File: config.mk
export PLATFORM = sky130hd
export DESIGN_NAME = latency_timer
export DESIGN_NICKNAME = d
export VERILOG_FILES = /design/src/rtl/latency_timer.sv
export SDC_FILE = /design/constraint.sdc
export NUM_CORES = 1
export LEC_CHECK = 0
export BUFFER_PORTS_ARGS = -buffer_cell sky130_fd_sc_hd__buf_2
export CAP_MARGIN = 20
export CORE_MARGIN = 4
export CORE_UTILIZATION = 60
export DETAILED_ROUTE_END_ITERATION = 10
export PLACE_DENSITY = 0.81
export SKIP_CTS_REPAIR_TIMING = 1
export SLEW_MARGIN = 25
export SYNTH_ARGS = -nofsm -noshare
export SYNTH_HDL_FRONTEND = slang
export SYNTH_SLANG_ARGS = --single-unit
File: constraint.sdc
create_clock -name tx_clk -period 7 [get_ports tx_clk]
set_input_delay 0.35 -clock tx_clk [delete_from_list [all_inputs] [get_ports tx_clk]]
set_output_delay 0.35 -clock tx_clk [all_outputs]
set_load 0.01 [all_outputs]
File: src/rtl/latency_timer.sv
// latency_timer
//    Frame round-trip latency timer in the tx_clk domain. Every frame_sent
//    pulse stores the current free-running time into an in-order FIFO; every
//    frame_caught pulse retires the oldest entry and reports how long it was
//    outstanding. Entries older than TIMEOUT are retired as lost frames.
//
// Ports
//    reset          asynchronous active-high reset
//    tx_clk         clock
//    clear          synchronous clear of statistics and sticky flags
//    frame_sent     pulse: a frame left TX (push timestamp)
//    frame_caught   pulse: a frame returned on RX (pop and measure)
//    time_dif_out   latency of the most recent caught frame
//    time_dif_valid one-cycle pulse when time_dif_out updates
//    min_dif        minimum latency since reset/clear (all ones when none)
//    max_dif        maximum latency since reset/clear
//    sample_count   caught frames measured, saturating
//    lost_count     frames retired by timeout, saturating
//    outstanding    FIFO occupancy after the current edge
//    overflow       sticky: frame_sent dropped because the FIFO was full
//    orphan         sticky: frame_caught arrived with the FIFO empty
module latency_timer #(
   parameter int CNT_W   = 20,
   parameter int DEPTH   = 4,
   parameter int TIMEOUT = 1000,
   parameter int STAT_W  = 16
) (
   input  logic                     reset,
   input  logic                     tx_clk,
   input  logic                     clear,
   input  logic                     frame_sent,
   input  logic                     frame_caught,
   output logic [CNT_W-1:0]         time_dif_out,
   output logic                     time_dif_valid,
   output logic [CNT_W-1:0]         min_dif,
   output logic [CNT_W-1:0]         max_dif,
   output logic [STAT_W-1:0]        sample_count,
   output logic [STAT_W-1:0]        lost_count,
   output logic [$clog2(DEPTH):0]   outstanding,
   output logic                     overflow,
   output logic                     orphan
);

   localparam int AW = $clog2(DEPTH);
   localparam logic [CNT_W-1:0]  TIMEOUT_C = CNT_W'(TIMEOUT);
   localparam logic [CNT_W-1:0]  CNT_ONE   = CNT_W'(1);
   localparam logic [CNT_W-1:0]  CNT_ONES  = {CNT_W{1'b1}};
   localparam logic [CNT_W-1:0]  CNT_ZERO  = {CNT_W{1'b0}};
   localparam logic [AW:0]       PTR_ONE   = (AW+1)'(1);
   localparam logic [AW:0]       PTR_ZERO  = {(AW+1){1'b0}};
   localparam logic [STAT_W-1:0] STAT_ONE  = STAT_W'(1);
   localparam logic [STAT_W-1:0] STAT_ONES = {STAT_W{1'b1}};
   localparam logic [STAT_W-1:0] STAT_ZERO = {STAT_W{1'b0}};

   logic [CNT_W-1:0] cnt_r;
   logic [CNT_W-1:0] mem_r [DEPTH];
   logic [AW:0]      wr_ptr_r;
   logic [AW:0]      rd_ptr_r;
   logic [AW:0]      wr_ptr_nxt_s;
   logic [AW:0]      rd_ptr_nxt_s;

   logic             empty_s;
   logic             full_s;
   logic [CNT_W-1:0] head_s;
   logic [CNT_W-1:0] age_s;
   logic             catch_pop_s;
   logic             timeout_pop_s;
   logic             pop_s;
   logic             push_s;

   // FIFO status, head age and the push/pop decisions for this cycle
   always_comb begin
      empty_s = (wr_ptr_r == rd_ptr_r);
      // Extra pointer MSB differs only when the write side has lapped the read side.
      full_s  = (wr_ptr_r[AW] != rd_ptr_r[AW]) &&
                (wr_ptr_r[AW-1:0] == rd_ptr_r[AW-1:0]);
      head_s  = mem_r[rd_ptr_r[AW-1:0]];
      // Modular difference stays correct across counter wrap.
      age_s   = cnt_r - head_s;
      catch_pop_s   = frame_caught && !empty_s;
      // A catch wins over a timeout, so only an uncaught head can expire.
      timeout_pop_s = !frame_caught && !empty_s && (age_s >= TIMEOUT_C);
      pop_s         = catch_pop_s || timeout_pop_s;
      // A same-cycle pop frees the slot, so a push into a full FIFO is legal then.
      push_s        = frame_sent && (!full_s || pop_s);
      if (push_s) begin
         wr_ptr_nxt_s = wr_ptr_r + PTR_ONE;
      end else begin
         wr_ptr_nxt_s = wr_ptr_r;
      end
      if (pop_s) begin
         rd_ptr_nxt_s = rd_ptr_r + PTR_ONE;
      end else begin
         rd_ptr_nxt_s = rd_ptr_r;
      end
   end

   // Free-running time counter, FIFO pointers and registered occupancy
   always_ff @(posedge tx_clk or posedge reset) begin
      if (reset) begin
         cnt_r       <= CNT_ZERO;
         wr_ptr_r    <= PTR_ZERO;
         rd_ptr_r    <= PTR_ZERO;
         outstanding <= PTR_ZERO;
      end else begin
         cnt_r       <= cnt_r + CNT_ONE;
         wr_ptr_r    <= wr_ptr_nxt_s;
         rd_ptr_r    <= rd_ptr_nxt_s;
         outstanding <= wr_ptr_nxt_s - rd_ptr_nxt_s;
      end
   end

   // Timestamp storage; contents are only meaningful between the pointers
   always_ff @(posedge tx_clk) begin
      if (push_s) begin
         mem_r[wr_ptr_r[AW-1:0]] <= cnt_r;
      end
   end

   // Latest measured latency and its one-cycle valid pulse (not touched by clear)
   always_ff @(posedge tx_clk or posedge reset) begin
      if (reset) begin
         time_dif_out   <= CNT_ZERO;
         time_dif_valid <= 1'b0;
      end else begin
         time_dif_valid <= catch_pop_s;
         if (catch_pop_s) begin
            time_dif_out <= age_s;
         end
      end
   end

   // Min/max/sample/lost statistics; clear overrides same-cycle updates
   always_ff @(posedge tx_clk or posedge reset) begin
      if (reset) begin
         min_dif      <= CNT_ONES;
         max_dif      <= CNT_ZERO;
         sample_count <= STAT_ZERO;
         lost_count   <= STAT_ZERO;
      end else if (clear) begin
         min_dif      <= CNT_ONES;
         max_dif      <= CNT_ZERO;
         sample_count <= STAT_ZERO;
         lost_count   <= STAT_ZERO;
      end else begin
         if (catch_pop_s) begin
            if (age_s < min_dif) begin
               min_dif <= age_s;
            end
            if (age_s > max_dif) begin
               max_dif <= age_s;
            end
            if (sample_count != STAT_ONES) begin
               sample_count <= sample_count + STAT_ONE;
            end
         end
         if (timeout_pop_s && (lost_count != STAT_ONES)) begin
            lost_count <= lost_count + STAT_ONE;
         end
      end
   end

   // Sticky error flags; the empty check for orphan uses pre-push state
   always_ff @(posedge tx_clk or posedge reset) begin
      if (reset) begin
         overflow <= 1'b0;
         orphan   <= 1'b0;
      end else if (clear) begin
         overflow <= 1'b0;
         orphan   <= 1'b0;
      end else begin
         if (frame_sent && full_s && !pop_s) begin
            overflow <= 1'b1;
         end
         if (frame_caught && empty_s) begin
            orphan <= 1'b1;
         end
      end
   end

endmodule
==> results.json, run 1 <==
{
  "critical-path-top-delay-family": "simple AND/OR/NAND/NOR gates",
  "final_cells": 1300,
  "htreeDepth": 1,
  "grt_pass1_wl_um": 39600,
  "numCtsBuffers": 22,
  "period_needed_ps": 6250,
  "hpwl_um": 16900,
  "hold_viol_final": 0,
  "cap_violations": 0,
  "skew_ps": 11.4,
  "start_kind": "flop",
  "rows": 48,
  "final_cell_mix": "dfrtp_1, buf_2, nand2_1, edfxtp_1",
  "post-route-period-util": 0.892,
  "yosys_warnings": 0,
  "synth.distinct_cells": 79,
  "yosys_most_used_dff": "dfrtp_1",
  "drt-total-wl_um": 24100,
  "status": "completed",
  "dieHeight_um": 142,
  "hold_class": "in -> async",
  "crit_type": "reg -> reg",
  "reg2reg_depth": 19,
  "fmax_mhz": 160,
  "dp_cells": 1260,
  "crit_cells": 19,
  "total_power_mw": 5.81,
  "final_max_slew_viol_count": 0,
  "path_max_fanout": 13,
  "die_w_um": 142,
  "leakage_nw": 5.57,
  "ir_worst_vdd_mv": 0.347,
  "synth_seq_area_share": 0.516,
  "antenna_left": 0,
  "fin_ws_ps": 754,
  "crit_arrival_ps": 6670,
  "setup_tns_ps": 0,
  "viasPerCell": 6.00,
  "cpMostUsedCell": "xnor2_1",
  "die_area_um2": 20100,
  "grt_max_degree": 68,
  "setup_violations": 0,
  "track_usage": 0.242,
  "synthArstFlopShare": 0.608,
  "syn_avg_cell_area_um2": 11.2,
  "cts_tree": "done",
  "ys_ff_latch": 204,
  "crit_buf_inv": 3,
  "drc": 0,
  "power.density_nw_per_um2": 477,
  "clk_path_buf_depth": 3,
  "rsz0062_at_grt": "false",
  "first_pass_iters": 5,
  "clock-root-buffer": "clkbuf_16",
  "antenna_found_initial": 0,
  "vias": 7804,
  "portBuffers": 102,
  "drive_gt1_frac": 0.205,
  "synth_top_area_cell": "dfrtp_1",
  "cts_sinks": 204,
  "final_common_cell": "dfrtp_1",
  "grt_pass1_vias": 7611,
  "start_util": 0.615,
  "wl_per_cell_um": 18.5,
  "required_ps": 7430,
  "finish.utilization": 0.699,
  "synth.area.top_cells": "dfrtp_1, edfxtp_1, ha_1, dfstp_2, mux4_2",
  "gp_congestion": 0.891,
  "cpPeakStageDelay_ps": 730,
  "antenna_cells": 0,
  "final_net_count": 1129,
  "clk_latency_ps": 510,
  "worstMarginPinSlew_ps": 1020,
  "path_cells": "buf_4 -> mux4_2 -> inv_1 -> ha_1 -> a21oi_1 -> o21ai_0 -> or3_1 -> nor3_1 -> nor3_2 -> nand2b_1 -> or4_1 -> buf_4 -> nor4b_2 -> nand2b_1 -> mux2_1 -> fa_1 -> xnor2_1 -> xnor2_1 -> xnor2_1",
  "synth_edf_count": 80,
  "syn_area_um2": 10700,
  "post-place-ws_ps": 626,
  "synthCells": 954,
  "endpoint_kind": "flop",
  "cp_slowest_cell": "dfrtp_1",
  "yosysTopAreaCellShare": 0.243,
  "core_um2": 17400,
  "maxSlewHeadroom": 0.321,
  "gr-total-overflow": 0,
  "syn2layout_area_growth_pct": 13.7,
  "io_pins": 103,
  "drtIter0Drc": 573,
  "path_clk_slew_ps": 60,
  "synth_fp_nets": 1024
}
-- worst reg2reg max path, cell delays in order, from the launching register on --
cell,delay [ps]
dfrtp_1,730
buf_4,390
mux4_2,540
inv_1,70
ha_1,340
a21oi_1,290
o21ai_0,190
or3_1,410
nor3_1,230
nor3_2,180
nand2b_1,170
or4_1,490
buf_4,200
nor4b_2,300
nand2b_1,340
mux2_1,400
fa_1,420
xnor2_1,190
xnor2_1,150
xnor2_1,130
-- layout make-up --
type,count,area [um2]
well taps,225,282
clock buffers,27,601
repair buffers,114,601
clock inverters,13,123
flip-flops and latches,204,5530
multi-input cells,636,4740
inverters,81,307
fillers,1224,5240
-- flip-flops by register name, indices dropped and copies added (netlist names) --
name	count
mem_r	80
cnt_r	20
max_dif	20
min_dif	20
time_dif_out	20
lost_count	16
sample_count	16
outstanding	3
rd_ptr_r	3
wr_ptr_r	3
orphan	1
overflow	1
time_dif_valid	1
-- power by group --
part | leakage, nW | switching (mW) | internal, mW
logic | 2.89 | 1.70 | 1.19
registers | 2.32 | 0.198 | 1.57
clock network | 0.356 | 0.470 | 0.685
-- metal layers --
layer	wire [um]	global-route usage
met2	11800	0.402
met4	706	0.0803
met5	0	0
met3	1470	0.0313
met1	10100	0.334
-- synth_stat cells, types with 4 or more instances --
cell type  instances
ha_1              63
mux2_2             7
nand4b_1           4
xnor2_1           34
a31oi_1            8
or4_1             12
and4_1             4
or3_1              7
nand2_1           84
o21ai_0           26
and2_1             7
a21oi_1           39
mux2i_1           28
a211o_1            4
dfstp_2           20
nor3_1            17
edfxtp_1          80
nand2b_1           6
nand4_1           13
clkbuf_1          17
xor2_1            25
a211oi_1           9
mux4_2            20
a21o_1            11
nor2_1            79
and3_1            12
dfrtp_1          104
inv_1             80
buf_2              7
o21ai_1            5
o31ai_1            6
nand3_1           30
o21a_1             6
o211ai_1           8
-- cells by family (layout without fill, tap and decap cells) --
group | count (synthesis) | in the layout | share of synthesized area
AND/OR/NAND/NOR | 295 | 295 | 0.134
flip-flops | 204 | 204 | 0.516
adder cells (fa/ha/maj) | 67 | 67 | 0.0794
XOR/XNOR | 59 | 59 | 0.0482
AO/OA/AOI/OAI | 159 | 159 | 0.103
buffers and inverters | 114 | 235 | 0.0427
multiplexers | 56 | 56 | 0.0766
-- worst paths after layout --
check	from	end	slack, ps
worst max-delay path	rd_ptr_r[0]	outstanding[2]	750
worst min-delay path	reset	cnt_r[1]	20
worst max register to register	rd_ptr_r[0]	outstanding[2]	750
worst min register to register	time_dif_out[10]	time_dif_out[10]	470
max in group asynchronous	reset	time_dif_out[16]	5700
min in group tx_clk	frame_sent	overflow	120
-- per-stage QoR --
stage	area, um2	hold WS [ps]
6_report	12200	24.8
5_1_grt	12200	103
4_1_cts	12200	59.9
3_5_place_dp	11400	456
3_3_place_gp	11400	457
2_1_floorplan	10700	465
(Power assumes the default switching activity.)
==> run 2, diff against run 1 <==
--- a/config.mk
+++ b/config.mk
@@ -10,7 +10,7 @@
 export CORE_MARGIN = 4
 export CORE_UTILIZATION = 60
 export DETAILED_ROUTE_END_ITERATION = 10
-export PLACE_DENSITY = 0.81
+export PLACE_DENSITY = 0.83
 export SKIP_CTS_REPAIR_TIMING = 1
 export SLEW_MARGIN = 25
 export SYNTH_ARGS = -nofsm -noshare
==> run 2 against run 1 <==
Compared with the run above:
- clock skew increased by 10 ps
- critical path type unchanged
- cell count increased by 0.15%
- clock power decreased by 3%
- total power decreased by 0.86%
- via count decreased by 0.44%
- largest power group unchanged
- register-to-register slack got worse by 20 ps
- sequential cell count unchanged
==> results.json, run 2 (synthesized netlist as in run 1, its figures left out) <==
{
  "largest_register_ffs": 80,
  "status": "completed",
  "rows": 48,
  "gp_congestion": 0.864,
  "clk_latency_ps": 510,
  "fmax_mhz": 160,
  "rsz0062_at_grt": "false",
  "clock-root-buffer": "clkbuf_16",
  "hold_class": "in -> async",
  "period_needed_ps": 6270,
  "drtIter0Drc": 452,
  "maxSlewHeadroom": 0.316,
  "viasPerCell": 5.97,
  "syn2layout_area_growth_pct": 13.6,
  "drt-total-wl_um": 24100,
  "path_max_fanout": 31,
  "cpPeakStageDelay_ps": 1010,
  "ir_worst_vdd_mv": 0.308,
  "antenna_cells": 0,
  "worstMarginPinSlew_ps": 1030,
  "dpl-instance-area_um2": 11500,
  "final_net_count": 1131,
  "reg2reg_depth": 20,
  "post-place-ws_ps": 647,
  "cts_sinks": 204,
  "die_area_um2": 20100,
  "track_usage": 0.240,
  "grt_max_degree": 72,
  "wl_per_cell_um": 18.5,
  "cap_violations": 0,
  "post-route-period-util": 0.895,
  "path_clk_slew_ps": 60,
  "core_um2": 17400,
  "cp_slowest_cell": "dfrtp_1",
  "total_power_mw": 5.76,
  "setup_violations": 0,
  "critical-path-top-delay-family": "compound AO/OA/AOI/OAI gates",
  "antenna_left": 0,
  "hpwl_um": 16800,
  "crit_buf_inv": 2,
  "final_cells": 1302,
  "fin_ws_ps": 734,
  "final_max_slew_viol_count": 0,
  "crit_type": "reg -> reg",
  "hold_viol_final": 0,
  "crit_arrival_ps": 6680,
  "final_common_cell": "dfrtp_1",
  "htreeDepth": 1,
  "start_util": 0.615,
  "skew_ps": 21.8,
  "io_pins": 103,
  "endpoint_kind": "flop",
  "cts_tree": "done",
  "vias": 7770,
  "die_w_um": 142,
  "start_kind": "flop",
  "first_pass_iters": 5,
  "final_cell_mix": "dfrtp_1, buf_2, nand2_1, edfxtp_1",
  "leakage_nw": 5.57,
  "portBuffers": 102,
  "numCtsBuffers": 22,
  "required_ps": 7410,
  "gr-total-overflow": 0,
  "crit_cells": 20,
  "path_cells": "mux4_2 -> inv_1 -> ha_1 -> a21o_1 -> a211oi_2 -> o22ai_1 -> or2_2 -> o22ai_1 -> inv_1 -> ha_1 -> a21oi_1 -> o21ai_0 -> a41o_1 -> a21oi_1 -> a31oi_1 -> maj3_2 -> maj3_2 -> a211o_2 -> and2_0 -> o21ai_1",
  "dieHeight_um": 142,
  "stdcell_area_um2": 12200,
  "clk_path_buf_depth": 3,
  "drc": 0,
  "power.density_nw_per_um2": 473,
  "drive_gt1_frac": 0.201,
  "grt_pass1_wl_um": 39200,
  "setup_tns_ps": 0,
  "dp_cells": 1262,
  "grt_pass1_vias": 7661,
  "antenna_found_initial": 0
}
==> run 2: path summary, 6_finish.rpt <==
check,from,end,slack [ps]
setup / recovery,rd_ptr_r[1],min_dif[19],730
hold / removal,reset,cnt_r[8],60
setup reg to reg,rd_ptr_r[1],min_dif[19],730
hold reg to reg,time_dif_out[7],time_dif_out[7],470
max in group asynchronous,reset,time_dif_valid,5720
min in group tx_clk,frame_sent,overflow,150
==> run 2: routing by layer <==
layer / track usage / vias up / part of all wire
met3: 0.0317 / 44 / 0.052
met1: 0.323 / 3833 / 0.43
met2: 0.413 / 246 / 0.50
met4: 0.0662 / 0 / 0.023
li1: - / 3647 / -
met5: 0 / - / 0
==> run 2: report_power, final <==
group          leakage, nW  internal [mW]  switching (mW)
Combinational         2.90           1.19            1.68
Sequential            2.32           1.57           0.202
Clock                0.348          0.671           0.449
Total                 5.57           3.43            2.33
==> run 2: per-stage QoR <==
stage          hold WS (ps)  utilization
2_1_floorplan           465            -
3_3_place_gp            455        0.658
3_5_place_dp            462        0.658
4_1_cts                66.1        0.699
5_1_grt                 128        0.699
6_report               59.3        0.699
==> run 2: final cells by class <==
class	instances	area [um2]
multi-input combinational	636	4730
fill	1258	5250
inverter	81	307
clock buffer	32	641
sequential	204	5530
timing repair buffer	116	616
clock inverter	8	62.6
tap	225	282
